$ cat src/rtl/fp_pkg.sv
// -----------------------------------------------------------------------------
// fp_pkg
// Shared IEEE-754 single-precision helpers for the FP datapath blocks.
//   - constants: bias, +Inf, canonical quiet NaN, maximum biased exponent
//   - fp_unpacked_t: sign / biased exponent / 24-bit significand (hidden bit)
//   - fp_unpack, fp_is_nan, fp_is_inf helpers
//   - acc_state_e: accumulator FSM state encoding
// -----------------------------------------------------------------------------
package fp_pkg;

   localparam int unsigned FP_BIAS    = 127;
   localparam logic [31:0] FP_INF     = 32'h7F80_0000;
   localparam logic [31:0] FP_QNAN    = 32'h7FC0_0000;
   localparam int unsigned FP_EXP_MAX = 255;

   typedef struct packed {
      logic        sign;
      logic [7:0]  exp;
      logic [23:0] man;
   } fp_unpacked_t;

   typedef enum logic [1:0] {
      StIdle,
      StAlign,
      StAdd,
      StNorm
   } acc_state_e;

   // Exponent 0 is flushed to zero: denormal fractions are discarded.
   function automatic fp_unpacked_t fp_unpack(input logic [31:0] f);
      fp_unpacked_t u;
      u.sign = f[31];
      u.exp  = f[30:23];
      u.man  = (f[30:23] == 8'd0) ? 24'd0 : {1'b1, f[22:0]};
      return u;
   endfunction

   function automatic logic fp_is_nan(input logic [31:0] f);
      return (f[30:23] == 8'hFF) && (f[22:0] != 23'd0);
   endfunction

   function automatic logic fp_is_inf(input logic [31:0] f);
      return (f[30:23] == 8'hFF) && (f[22:0] == 23'd0);
   endfunction

endpackage

$ cat src/rtl/fp_sync_fifo.sv
// -----------------------------------------------------------------------------
// fp_sync_fifo
// Single-clock FIFO for FP operands. DEPTH must be a power of two (>= 2).
// A push into a full FIFO is accepted only when a pop happens at the same edge.
// i_clear empties the FIFO; a push at the same edge lands in the empty FIFO.
// Ports:
//   clk, resetn        clock, asynchronous active-low reset
//   i_clear            synchronous flush
//   i_push, i_wdata    write strobe and data
//   i_pop              read strobe (ignored when empty or clearing)
//   o_rdata            head entry
//   o_full, o_empty    status
//   o_count            number of stored entries
// -----------------------------------------------------------------------------
module fp_sync_fifo #(
   parameter int unsigned WIDTH = 32,
   parameter int unsigned DEPTH = 4
) (
   input  logic                   clk,
   input  logic                   resetn,
   input  logic                   i_clear,
   input  logic                   i_push,
   input  logic [WIDTH-1:0]       i_wdata,
   input  logic                   i_pop,
   output logic [WIDTH-1:0]       o_rdata,
   output logic                   o_full,
   output logic                   o_empty,
   output logic [$clog2(DEPTH):0] o_count
);

   localparam int unsigned AW       = $clog2(DEPTH);
   localparam logic [AW:0] FULL_CNT = (AW + 1)'(DEPTH);

   logic [WIDTH-1:0] r_mem [DEPTH];
   logic [AW-1:0]    r_wptr;
   logic [AW-1:0]    r_rptr;
   logic [AW:0]      r_count;

   logic             w_pop_ok;
   logic             w_push_ok;
   logic             w_wr_en;
   logic [AW-1:0]    w_wr_addr;

   assign w_pop_ok  = i_pop && (r_count != '0);
   assign w_push_ok = i_push && ((r_count != FULL_CNT) || w_pop_ok);

   // A clear rewinds both pointers, so a simultaneous push goes to slot 0.
   assign w_wr_en   = i_clear ? i_push : w_push_ok;
   assign w_wr_addr = i_clear ? '0 : r_wptr;

   always_ff @(posedge clk) begin
      if (w_wr_en) begin
         r_mem[w_wr_addr] <= i_wdata;
      end
   end

   always_ff @(posedge clk or negedge resetn) begin
      if (!resetn) begin
         r_wptr  <= '0;
         r_rptr  <= '0;
         r_count <= '0;
      end else if (i_clear) begin
         r_rptr  <= '0;
         r_wptr  <= AW'(i_push);
         r_count <= (AW + 1)'(i_push);
      end else begin
         if (w_push_ok) begin
            r_wptr <= r_wptr + 1'b1;
         end
         if (w_pop_ok) begin
            r_rptr <= r_rptr + 1'b1;
         end
         r_count <= r_count + (AW + 1)'(w_push_ok) - (AW + 1)'(w_pop_ok);
      end
   end

   assign o_rdata = r_mem[r_rptr];
   assign o_full  = (r_count == FULL_CNT);
   assign o_empty = (r_count == '0);
   assign o_count = r_count;

endmodule

$ cat src/rtl/float_point_accumulate.sv
// -----------------------------------------------------------------------------
// float_point_accumulate
// Accumulates IEEE-754 single-precision products into a running sum.
// Products are queued in a FIFO and added by a fixed 4-cycle FSM
// (IDLE -> ALIGN -> ADD -> NORM). Truncating rounding, flush-to-zero.
// Ports:
//   clk, resetn    clock, asynchronous active-low reset
//   iValid, iZ     product strobe and value (from the multiplier)
//   iClear         synchronous clear of sum, FIFO, in-flight add, overflow
//   oSum           running sum
//   oDone          one-cycle pulse after each oSum update
//   oBusy          FIFO non-empty or FSM active (registered)
//   oOverflow      sticky: a product was dropped on a full FIFO
// -----------------------------------------------------------------------------
module float_point_accumulate
   import fp_pkg::*;
#(
   parameter int unsigned FIFO_DEPTH = 4
) (
   input  logic        clk,
   input  logic        resetn,
   input  logic        iValid,
   input  logic [31:0] iZ,
   input  logic        iClear,
   output logic [31:0] oSum,
   output logic        oDone,
   output logic        oBusy,
   output logic        oOverflow
);

   localparam int unsigned       CNT_W     = $clog2(FIFO_DEPTH) + 1;
   localparam logic signed [9:0] EXP_MAX_S = 10'(FP_EXP_MAX);

   // FIFO interface
   logic             w_fifo_full;
   logic             w_fifo_empty;
   logic [31:0]      w_fifo_rdata;
   logic [CNT_W-1:0] w_fifo_count;
   logic [CNT_W-1:0] w_cnt_next;
   logic             w_pop;
   logic             w_push_ok;
   logic             w_drop;
   logic             w_busy_next;

   // FSM and output state
   acc_state_e       r_state;
   logic [31:0]      r_sum;
   logic             r_done;
   logic             r_busy;
   logic             r_ovf;
   logic [31:0]      r_b;

   // ALIGN results
   logic             r_special;
   logic [31:0]      r_special_val;
   logic             r_big_sign;
   logic             r_small_sign;
   logic [7:0]       r_big_exp;
   logic [23:0]      r_big_man;
   logic [23:0]      r_small_man;

   // ADD results
   logic [24:0]      r_mag;
   logic             r_res_sign;

   // ALIGN combinational
   fp_unpacked_t     w_a;
   fp_unpacked_t     w_b;
   fp_unpacked_t     w_big;
   fp_unpacked_t     w_small;
   logic [7:0]       w_diff;
   logic [23:0]      w_small_sh;
   logic             w_special;
   logic [31:0]      w_special_val;

   // ADD combinational
   logic [24:0]      w_mag;
   logic             w_res_sign;

   // NORM combinational
   logic [4:0]       w_lzc;
   logic signed [9:0] w_exp_norm;
   logic [22:0]      w_frac;
   logic [31:0]      w_norm_result;

   fp_sync_fifo #(
      .WIDTH (32),
      .DEPTH (FIFO_DEPTH)
   ) u_fifo (
      .clk     (clk),
      .resetn  (resetn),
      .i_clear (iClear),
      .i_push  (iValid),
      .i_wdata (iZ),
      .i_pop   (w_pop),
      .o_rdata (w_fifo_rdata),
      .o_full  (w_fifo_full),
      .o_empty (w_fifo_empty),
      .o_count (w_fifo_count)
   );

   assign w_pop     = (r_state == StIdle) && !w_fifo_empty && !iClear;
   assign w_push_ok = iValid && (!w_fifo_full || w_pop);
   assign w_drop    = iValid && w_fifo_full && !w_pop && !iClear;

   // Next FIFO occupancy, mirrored here so oBusy can be registered.
   always_comb begin
      if (iClear) begin
         w_cnt_next = CNT_W'(iValid);
      end else begin
         w_cnt_next = w_fifo_count + CNT_W'(w_push_ok) - CNT_W'(w_pop);
      end
   end

   assign w_busy_next = (w_cnt_next != '0) ||
                        (!iClear && ((r_state == StAlign) || (r_state == StAdd) || w_pop));

   // ALIGN: specials, exponent compare/swap, significand shift.
   always_comb begin
      w_a           = fp_unpack(r_sum);
      w_b           = fp_unpack(r_b);
      w_special     = 1'b1;
      w_special_val = FP_QNAN;
      if (fp_is_nan(r_sum) || fp_is_nan(r_b)) begin
         w_special_val = FP_QNAN;
      end else if (fp_is_inf(r_sum) && fp_is_inf(r_b) && (w_a.sign != w_b.sign)) begin
         w_special_val = FP_QNAN;
      end else if (fp_is_inf(r_sum)) begin
         w_special_val = {w_a.sign, FP_INF[30:0]};
      end else if (fp_is_inf(r_b)) begin
         w_special_val = {w_b.sign, FP_INF[30:0]};
      end else begin
         w_special = 1'b0;
      end

      if (w_b.exp > w_a.exp) begin
         w_big   = w_b;
         w_small = w_a;
      end else begin
         w_big   = w_a;
         w_small = w_b;
      end
      w_diff     = w_big.exp - w_small.exp;
      w_small_sh = (w_diff >= 8'd25) ? 24'd0 : (w_small.man >> w_diff);
   end

   // ADD: magnitude add/subtract, sign follows the larger magnitude.
   always_comb begin
      if (r_big_sign == r_small_sign) begin
         w_mag      = {1'b0, r_big_man} + {1'b0, r_small_man};
         w_res_sign = r_big_sign;
      end else if (r_big_man >= r_small_man) begin
         w_mag      = {1'b0, r_big_man - r_small_man};
         w_res_sign = r_big_sign;
      end else begin
         w_mag      = {1'b0, r_small_man - r_big_man};
         w_res_sign = r_small_sign;
      end
   end

   // NORM: leading-zero count over the 24-bit field.
   always_comb begin
      logic v_found;
      v_found = 1'b0;
      w_lzc   = 5'd0;
      for (int i = 23; i >= 0; i--) begin
         if (!v_found && r_mag[i]) begin
            w_lzc   = 5'(23 - i);
            v_found = 1'b1;
         end
      end
   end

   // Only bits [22:0] of the left-shifted significand survive packing, so the
   // shift can be done on r_mag[22:0] directly.
   always_comb begin
      if (r_mag[24]) begin
         w_frac     = r_mag[23:1];
         w_exp_norm = 10'({2'b00, r_big_exp}) + 10'sd1;
      end else begin
         w_frac     = r_mag[22:0] << w_lzc;
         w_exp_norm = 10'({2'b00, r_big_exp}) - 10'({5'b00000, w_lzc});
      end

      if (r_mag == 25'd0) begin
         w_norm_result = 32'h0000_0000;
      end else if (w_exp_norm <= 10'sd0) begin
         w_norm_result = 32'h0000_0000;
      end else if (w_exp_norm >= EXP_MAX_S) begin
         w_norm_result = {r_res_sign, FP_INF[30:0]};
      end else begin
         w_norm_result = {r_res_sign, w_exp_norm[7:0], w_frac};
      end
   end

   always_ff @(posedge clk or negedge resetn) begin
      if (!resetn) begin
         r_state       <= StIdle;
         r_sum         <= 32'h0000_0000;
         r_done        <= 1'b0;
         r_busy        <= 1'b0;
         r_ovf         <= 1'b0;
         r_b           <= 32'h0000_0000;
         r_special     <= 1'b0;
         r_special_val <= 32'h0000_0000;
         r_big_sign    <= 1'b0;
         r_small_sign  <= 1'b0;
         r_big_exp     <= 8'd0;
         r_big_man     <= 24'd0;
         r_small_man   <= 24'd0;
         r_mag         <= 25'd0;
         r_res_sign    <= 1'b0;
      end else begin
         r_done <= 1'b0;
         r_busy <= w_busy_next;
         if (iClear) begin
            // Abandons any in-flight add without a done pulse.
            r_state <= StIdle;
            r_sum   <= 32'h0000_0000;
            r_ovf   <= 1'b0;
         end else begin
            if (w_drop) begin
               r_ovf <= 1'b1;
            end
            unique case (r_state)
               StIdle: begin
                  if (w_pop) begin
                     r_b     <= w_fifo_rdata;
                     r_state <= StAlign;
                  end
               end
               StAlign: begin
                  r_special     <= w_special;
                  r_special_val <= w_special_val;
                  r_big_sign    <= w_big.sign;
                  r_small_sign  <= w_small.sign;
                  r_big_exp     <= w_big.exp;
                  r_big_man     <= w_big.man;
                  r_small_man   <= w_small_sh;
                  r_state       <= StAdd;
               end
               StAdd: begin
                  r_mag      <= w_mag;
                  r_res_sign <= w_res_sign;
                  r_state    <= StNorm;
               end
               StNorm: begin
                  r_sum   <= r_special ? r_special_val : w_norm_result;
                  r_done  <= 1'b1;
                  r_state <= StIdle;
               end
            endcase
         end
      end
   end

   assign oSum      = r_sum;
   assign oDone     = r_done;
   assign oBusy     = r_busy;
   assign oOverflow = r_ovf;

endmodule

$ cat config.mk
export PLATFORM = sky130hd
export DESIGN_NAME = float_point_accumulate
export DESIGN_NICKNAME = d
export VERILOG_FILES = /design/src/rtl/fp_pkg.sv /design/src/rtl/fp_sync_fifo.sv /design/src/rtl/float_point_accumulate.sv
export SDC_FILE = /design/constraint.sdc
export NUM_CORES = 1
export LEC_CHECK = 0
export CORE_MARGIN = 2
export CORE_UTILIZATION = 49
export DETAILED_ROUTE_END_ITERATION = 10
export PLACE_DENSITY = 0.71
export SLEW_MARGIN = 0
export SYNTH_ARGS = -nofsm -noshare
export SYNTH_HDL_FRONTEND = slang
export SYNTH_SLANG_ARGS = --single-unit
$ cat constraint.sdc
create_clock -name clk -period 5.7 [get_ports clk]
set_clock_uncertainty 0.1 [all_clocks]
set_input_delay 1.14 -clock clk [delete_from_list [all_inputs] [get_ports clk]]
set_output_delay 1.14 -clock clk [all_outputs]
set_load 0.02 [all_outputs]
==> flow_summary.ini, run 1 <==
[run_status]
status = finished clean

[cts]
cts_hold_buf = 0
cts_root_buf = clkbuf_16
htreeDepth = 1
clock_latency_ns = 0.60
post_cts_buffers = 0
numCtsBuffers = 31
cts_resized = 0
cts_tree = done
cts_sinks = 292
path_clk_slew_ns = 0.06
clockBufferDepth = 3

[global_route]
grt_pass1_wl_um = 95830
gr-usage-all-layers_pct = 30.09
grt_overflow = 0
grt_max_degree = 76
antenna_found_initial = 0
first_global_vias = 15810

[die]
design.core.area_mm2 = 0.03892
die_width_um = 203.2
ios = 71
die_h_um = 203.2
initial_core_util_pct = 49.95
rows = 72
dieArea_mm2 = 0.04128

[sta]
hold_viol_final = 0
tightest_slew_ns = 1.159
slew_headroom_pct = 22.65
final_max_slew_viol_count = 0
setup_viol = 0
fmax_ghz = 0.1987
fin_crit_sh_pct = 88.29
fin_setup_tns_ns = 0
rsz0062_at_grt = no
min_period_ns = 5.032

[setup_path]
arrival_ns = 5.41
cp_max_fo = 8
worstPathRequired_ns = 6.08
end_kind = register
startpoint_type = register
criticalPathCategory = register to register

[logic_synthesis]
synthCells = 1974
yosys-top-cells-area = dfrtp_1 (21%), edfxtp_1 (20%), ha_1 (6.2%)
ys_ff_latch = 292
synth-edff-count = 128
yosysUniqueCellTypes = 85
yosysWarnings = 0
synth_top_cell_by_area = dfrtp_1
synth_fp_nets = 2112
synth_seq_area_share_pct = 40.88
avgSynthCellArea_um2 = 9.849
synth_area_mm2 = 0.01944
synthFlopType = dfrtp_1
synth_top_area_share_pct = 21.11
synthArstFlopShare_pct = 56.16

[detailed_routing]
avgViaCountPerCell = 6.415
drt_wl_total_um = 62110
drtIter0Drc = 1545
ant_nets = 0
drc = 0
routedWlPerCell_um = 24.36
vias = 16360
first_pass_iters = 5

[placement]
gp_congestion = 1.013
placed_cell_area_mm2 = 0.02072
port_buffers = 70
place_hpwl_um = 46480

[layout]
postLayoutCellArea_mm2 = 0.02179
nNetsFinal = 2145
num-fill-cells = 3503
regArea_mm2 = 0.007949
layout-drive-gt1-share_pct = 11.52
n_antenna_cell = 0
synthToLayoutAreaGrowth_pct = 12.11
multi_input_area_mm2 = 0.01063

[min_path]
hp-class = register to register

[flow_run]
maxCapViolCount = 0

[power_and_ir_drop]
peakVddDrop_v = 0.0003926
power_density_mw_per_mm2 = 686.9
leakagePower_nw = 8.576
==> layer usage <==
metal  wire [um]  vias up  share of wire [%]  track usage [%]
li1            -     7415                  -                -
met1       25990     8047                 42            40.96
met2       28440      747                 46            48.20
met3        4771      147                7.7            4.906
met4        2857        2                4.6            11.84
met5          50        -              0.080           0.9524
==> critical path, stage by stage, from the launching register on <==
cell and delay [ns]:
dfrtp_1 0.46, nor4_1 0.73, nand3_1 0.38, o221ai_2 0.38, inv_1 0.17, ha_1 0.29, nor2b_1 0.13, o21a_1 0.19
o211ai_1 0.23, a31oi_1 0.14, xnor2_1 0.17, or4b_1 0.58, o211ai_2 0.19, or3_1 0.40, a221oi_1 0.10, a221o_1 0.28
==> sequential cells by signal, summed over array words and instances, names as in the netlist, 2 cells and up <==
| register | flops |
|---|---|
| r_state | 2 |
| u_fifo.o_count | 3 |
| oSum | 32 |
| r_small_man | 24 |
| r_big_man | 24 |
| u_fifo.r_rptr | 2 |
| r_special_val | 3 |
| r_big_exp | 8 |
| r_mag | 25 |
| u_fifo.r_wptr | 2 |
| u_fifo.r_mem | 128 |
| r_b | 32 |
==> cells in the final DEF (no fill, tap or decap), types with 22 or more instances in the layout <==
cell type and instances:
dfrtp_1 163, ha_1 96, nor4_1 25, mux2_2 46
clkdlybuf4s50_1 69, nor3_1 41, edfxtp_1 128, o21ai_0 119
clkbuf_16 31, a21oi_1 131, a21o_1 23, inv_1 119
a221oi_1 35, nor2_1 153, mux2i_1 103, nand2_1 195
mux4_2 48, xnor2_1 28, a211oi_1 22, nand4_1 22
buf_4 46
==> per-stage QoR <==
step | total power [mW] | util [%] | setup WS (ns) | std cells | hold WS (ns)
floorplan | 9.781 | - | 0.2193 | 1974 | 0.3346
global placement | 12.63 | 53.24 | 0.8310 | 2492 | 0.3692
detailed placement | 12.64 | 53.24 | 0.8026 | 2492 | 0.3773
CTS | 14.82 | 56.00 | 0.7664 | 2550 | 0.3909
global route | 15.86 | 56.00 | 0.4170 | 2550 | 0.3930
finish | 14.97 | 56.00 | 0.6676 | 2550 | 0.3883
==> cell usage after synthesis (all sizes together), types with 22 or more instances <==
cell      n
mux4     48
nand4    22
inv     119
o21ai   136
ha       96
a21oi   131
nand2   195
nor4     28
clkbuf   96
mux2     46
a211oi   22
dfrtp   164
nor3     41
mux2i   103
xnor2    29
nor2    158
a221oi   35
edfxtp  128
a21o     23
==> path summary, 6_finish.rpt <==
path                                         from                 to  slack (ns)  depth (start not counted)
worst min-delay path            r_special_val[30]  r_special_val[30]        0.39                          1
max in group asynchronous                  resetn           r_mag[1]        3.82                          2
worst max register to register           r_mag[7]           oSum[15]        0.67                         15
worst min register to register  r_special_val[30]  r_special_val[30]        0.39                          1
worst max-delay path                     r_mag[7]           oSum[15]        0.67                         15
min in group asynchronous                  resetn           oSum[10]        0.51                          1
==> cells by family after synthesis <==
kind of cell               synth area share (%)
adders and majority gates                 6.796
xor gates and xnor gates                  1.744
AOI/OAI and AO/OA                         19.20
muxes                                     13.53
DFF                                       40.88
buffers and inverters                     4.724
and+or+nand+nor                           13.13
==> cell type report <==
cell class | instances | share of cell area [%]
tap | 518 | 2.974
clock inverter | 23 | 1.206
sequential | 292 | 36.47
timing repair buffer | 116 | 4.805
inverter | 120 | 2.067
multi-input combinational | 1446 | 48.76
clock buffer | 35 | 3.720
==> where the power goes <==
part | internal, mW | switching, mW | leakage, nW
combinational | 3.52 | 5.88 | 4.80
sequential | 2.67 | 0.763 | 3.26
clock | 1.22 | 0.919 | 0.516
total | 7.41 | 7.56 | 8.58
Power figures use the tool's default switching activity.
==> inputs of run 2 (changes only) <==
--- a/config.mk
+++ b/config.mk
@@ -8,7 +8,7 @@
 export CORE_MARGIN = 2
 export CORE_UTILIZATION = 49
 export DETAILED_ROUTE_END_ITERATION = 10
-export PLACE_DENSITY = 0.71
+export PLACE_DENSITY = 0.69
 export SLEW_MARGIN = 0
 export SYNTH_ARGS = -nofsm -noshare
 export SYNTH_HDL_FRONTEND = slang
==> constraint.sdc (replaced) <==
create_clock -name clk -period 4.15 [get_ports clk]
set_clock_uncertainty 0.1 [all_clocks]
set_input_delay 0.83 -clock clk [delete_from_list [all_inputs] [get_ports clk]]
set_output_delay 0.83 -clock clk [all_outputs]
set_load 0.02 [all_outputs]
==> flow_summary.ini, run 2 (synthesis results as in run 1) <==
[power_and_ir_drop]
intPower_mw = 11.44
leakagePower_nw = 9.373
peakVddDrop_v = 0.0004636
power_density_mw_per_mm2 = 961.8
p_switching_mw = 10.99
p_sw_share_pct = 48.98
p_comb_share_pct = 68.0
p_seq_share_pct = 20.2
total_power_mw = 22.43
clkPwrFrac_pct = 11.7

[run_status]
status = complete, but fails checks
failed_checks = setup timing

[cts]
htreeDepth = 1
clockBufferDepth = 3
numCtsBuffers = 31
clock_latency_ns = 0.59
cts_root_buf = clkbuf_16
path_clk_slew_ns = 0.06
cts_tree = done
cts_sinks = 292

[flow_run]
maxCapViolCount = 0

[detailed_routing]
drt_wl_total_um = 64880
drc = 0
avgViaCountPerCell = 6.272
ant_nets = 0
vias = 16950
first_pass_iters = 8
drtIter0Drc = 1542
routedWlPerCell_um = 24.01

[setup_path]
r2r-start = r_mag[22]
startpoint_type = register
end_kind = register
worstPathRequired_ns = 4.51
cp-startpoint = r_mag[22]
arrival_ns = 4.71
criticalPathCategory = register to register
cp_max_fo = 6

[global_route]
grt_overflow = 0
first_global_vias = 16700
grt_max_degree = 87
antenna_found_initial = 1
grt_pass1_wl_um = 99550
gr-usage-all-layers_pct = 31.29

[sta]
hold_viol_final = 0
fmax_ghz = 0.2303
slew_headroom_pct = 18.75
worst_slack_ns = -0.1922
rsz0062_at_grt = yes
tightest_slew_ns = 1.218
fin_setup_tns_ns = -2.996
fin_crit_sh_pct = 104.6
final_max_slew_viol_count = 0
setup_viol = 23
min_period_ns = 4.342

[die]
dieArea_mm2 = 0.04128
initial_core_util_pct = 49.95
die_width_um = 203.2
design.core.area_mm2 = 0.03892
die_h_um = 203.2
rows = 72
ios = 71

[placement]
port_buffers = 70
gp_congestion = 0.9794
placed_cells = 2636
placed_cell_area_mm2 = 0.02200
place_hpwl_um = 49610

[layout]
mostFrequentLayoutCells = buf_4 (193), nand2_1 (192), dfrtp_1 (162), nor2_1 (152), edfxtp_1 (128)
synthToLayoutAreaGrowth_pct = 19.95
registers.top_by_ff_count = u_fifo.r_mem
n_antenna_cell = 0
largest_register_ffs = 128
postLayoutCellArea_mm2 = 0.02332
layout_commonest_cell = buf_4
nNetsFinal = 2303
layoutNonFillerInstCount = 2702
layout-drive-gt1-share_pct = 20.28

[min_path]
hp-class = input port to asynchronous set/reset pin
## run 2: changes by cell type in the layout (fill, tap and decap cells not counted), sizes merged
cell and change:
buf +157, clkinv -2, clkinvlp +1, inv -3, bufinv -3, clkbuf +2
## run 2: critical path, stage by stage (launching register included)
cell	delay, ns
dfrtp_1	0.39
nor2_1	0.07
nand4_1	0.20
nor2_4	0.08
buf_4	0.14
a21boi_0	0.15
buf_4	0.15
o311ai_4	0.13
ha_4	0.21
fa_2	0.59
a21oi_2	0.07
or4_1	0.51
nor2_1	0.11
or4b_4	0.49
o211ai_4	0.27
or3_4	0.24
a211oi_2	0.06
a221o_1	0.27
## run 2: through the flow
step	setup WS [ns]	hold WS, ns	util [%]
floorplan	-0.7424	0.3346	-
global placement	-0.1535	0.3515	56.53
detailed placement	-0.2262	0.3579	56.53
CTS	-0.09592	0.1228	59.13
global route	-0.3530	0.1418	59.92
finish	-0.1922	0.1126	59.92
## run 2: routing by layer
metal / vias up / part of all wire, % / global-route usage, %
li1: 7718 / - / -
met1: 8333 / 43 / 42.80
met3: 159 / 7.1 / 4.826
met5: - / 0.012 / 0
met4: 2 / 4.2 / 11.68
met2: 736 / 46 / 50.49
## run 2: worst paths after layout
kind                                     end  slack [ns]  cells past startpoint
setup reg to reg                    oSum[10]       -0.19                     17
max in group asynchronous            r_b[20]        2.95                      2
setup / recovery                    oSum[10]       -0.19                     17
hold / removal                       oSum[9]        0.11                      1
min in group clk           r_special_val[22]        0.38                      2
hold reg to reg            r_special_val[22]        0.38                      2
## run 2: layout make-up
type	count	area, um^2
fillers	3349	15600
well taps	518	648.1
clock inverters	16	132.6
flip-flops and latches	292	7950
clock buffers	36	814.5
repair buffers	274	2297
multi-input cells	1446	11020
inverters	120	456.7
## run 2: repair_timing
action / CTS / global route
endpoints found under the setup margin: 28 / 59
hold buffers: 0 / 0
gates cloned: 0 / 1
pin swaps: 14 / 14
setup buffers: 4 / 9
resized for setup: 10 / 51
## run 2: power groups by stage
stage	combinational, mW	clock (mW)	sequential [mW]
final	15.3	2.63	4.54
after global routing	16.4	2.79	4.60
after CTS	14.6	2.67	4.50
after detailed placement	14.5	0	4.55
after global placement	14.5	0	4.51
after floorplan	9.30	0	4.30
==> inputs of run 3 (changes only) <==
--- a/config.mk
+++ b/config.mk
@@ -5,7 +5,6 @@
 export SDC_FILE = /design/constraint.sdc
 export NUM_CORES = 1
 export LEC_CHECK = 0
-export CORE_MARGIN = 2
 export CORE_UTILIZATION = 49
 export DETAILED_ROUTE_END_ITERATION = 10
 export PLACE_DENSITY = 0.69
==> flow_summary.ini, run 3 (synthesis results as in run 1) <==
[placement]
placed_cell_area_mm2 = 0.02195
port_buffers = 70
gp_congestion = 0.9894
place_hpwl_um = 49100

[cts]
clockBufferDepth = 3
htreeDepth = 1
cts_root_buf = clkbuf_16
cts_hold_buf = 0
path_clk_slew_ns = 0.07
cts_sinks = 292
clock_latency_ns = 0.60
cts_tree = done
numCtsBuffers = 31

[sta]
final_max_slew_viol_count = 0
worst_slack_ns = -0.1683
min_period_ns = 4.318
fin_crit_sh_pct = 104.1
hold_viol_final = 0
tightest_slew_ns = 1.233
slew_headroom_pct = 17.47
fin_setup_tns_ns = -2.678
whs_ns = 0.1283
rsz0062_at_grt = yes
setup_viol = 23
fmax_ghz = 0.2316

[setup_path]
cp_max_fo = 5
cp-startpoint = r_mag[12]
critPathTopFamily = simple AND/OR/NAND/NOR gates
r2r-start = r_mag[12]
end_kind = register
cp_num_buf_inv = 2
slowest_delay_ns = 0.49
criticalPathCategory = register to register
worstPathRequired_ns = 4.53
crit_chain = nor4_4, nand2_2, nor2_4, nand3_4, o311ai_4, ha_4, fa_2, xor2_1, a21oi_1, or4_1, nor2_1, or4b_4, o211ai_4, buf_6, buf_4, or2_4, a21oi_2, o2bb2ai_1
cp_slowest_cell = or4b_4
arrival_ns = 4.70
startpoint_type = register

[detailed_routing]
drt_wl_total_um = 64960
ant_nets = 0
drc = 0
drtIter0Drc = 1513
first_pass_iters = 6
avgViaCountPerCell = 6.274
routedWlPerCell_um = 23.98
vias = 17000

[global_route]
first_global_vias = 16430
grt_max_degree = 71
antenna_found_initial = 1
grt_pass1_wl_um = 99550
grt_overflow = 0
gr-usage-all-layers_pct = 31.79

[layout]
layout-drive-gt1-share_pct = 20.68
num-fill-cells = 3250
multi_input_area_mm2 = 0.01106
final_util_pct = 60.63
regArea_mm2 = 0.007949
nNetsFinal = 2304
largest_register_ffs = 128
synthToLayoutAreaGrowth_pct = 21.36
registers.top_by_ff_count = u_fifo.r_mem
layout_commonest_cell = nand2_1
postLayoutCellArea_mm2 = 0.02359
mostFrequentLayoutCells = nand2_1 (193), buf_4 (187), dfrtp_1 (163), nor2_1 (150)
n_antenna_cell = 0

[die]
design.core.area_mm2 = 0.03892
rows = 72
initial_core_util_pct = 49.95
dieArea_mm2 = 0.04048
die_h_um = 201.2
die_width_um = 201.2
ios = 71

[power_and_ir_drop]
leakagePower_nw = 9.488
power_density_mw_per_mm2 = 966.2
p_seq_share_pct = 20.2
peakVddDrop_v = 0.0004885
clkPwrFrac_pct = 13.0
intPower_mw = 11.81
total_power_mw = 22.80
p_comb_share_pct = 66.8
p_sw_share_pct = 48.21
p_switching_mw = 10.99

[run_status]
failed_checks = setup timing
status = complete, but fails checks

[min_path]
hp-class = input port to asynchronous set/reset pin

[flow_run]
maxCapViolCount = 0
==> run 3: cell types whose count changed in the layout (fill, tap and decap cells not counted), sizes merged <==
cell,delta
inv,+1
clkinvlp,-3
nand3,+1
clkinv,+3
bufinv,+5
==> run 3: path summary, 6_finish.rpt <==
path | end | slack [ns] | cells past startpoint
worst min register to register | r_special_val[31] | 0.38 | 2
worst max-delay path | oSum[22] | -0.17 | 18
worst max register to register | oSum[22] | -0.17 | 18
worst min-delay path | oDone | 0.13 | 1
max in group asynchronous | oSum[6] | 2.83 | 2
min in group clk | r_special_val[31] | 0.38 | 2
==> run 3: per-stage QoR <==
stage / instances / worst slack, ns
floorplan: 1974 / -0.7424
global placement: 2625 / -0.1605
detailed placement: 2625 / -0.2186
CTS: 2693 / -0.06673
global route: 2709 / -0.3319
finish: 2709 / -0.1683
==> run 3: final cells by class <==
type | count | share of cell area [%]
clock buffer | 36 | 3.410
clock inverter | 22 | 1.214
inverter | 120 | 1.930
multi-input combinational | 1447 | 46.86
sequential | 292 | 33.69
tap | 518 | 2.747
timing repair buffer | 274 | 10.14
==> run 3: power groups by stage <==
stage / combinational (mW) / sequential, mW / clock [mW]
after floorplan: 9.30 / 4.30 / 0
after global placement: 14.3 / 4.56 / 0
after detailed placement: 14.4 / 4.59 / 0
after CTS: 14.6 / 4.54 / 3.02
after global routing: 16.3 / 4.65 / 3.13
final: 15.2 / 4.60 / 2.97
==> run 3: per-layer routing <==
metal	GRT usage, %	vias up	wire (um)
met5	0	-	0
met4	13.34	0	2863
met3	4.908	151	4794
met2	50.58	706	29820
met1	43.36	8391	27490
li1	-	7748	-
==> run 3: what timing repair did <==
action                                 CTS  global route
pin swaps                               20            35
setup endpoints to repair               29            58
cloned                                   0             2
endpoints found under the hold margin    0             0
gates resized for setup                 14            57
buffers inserted                        10            16
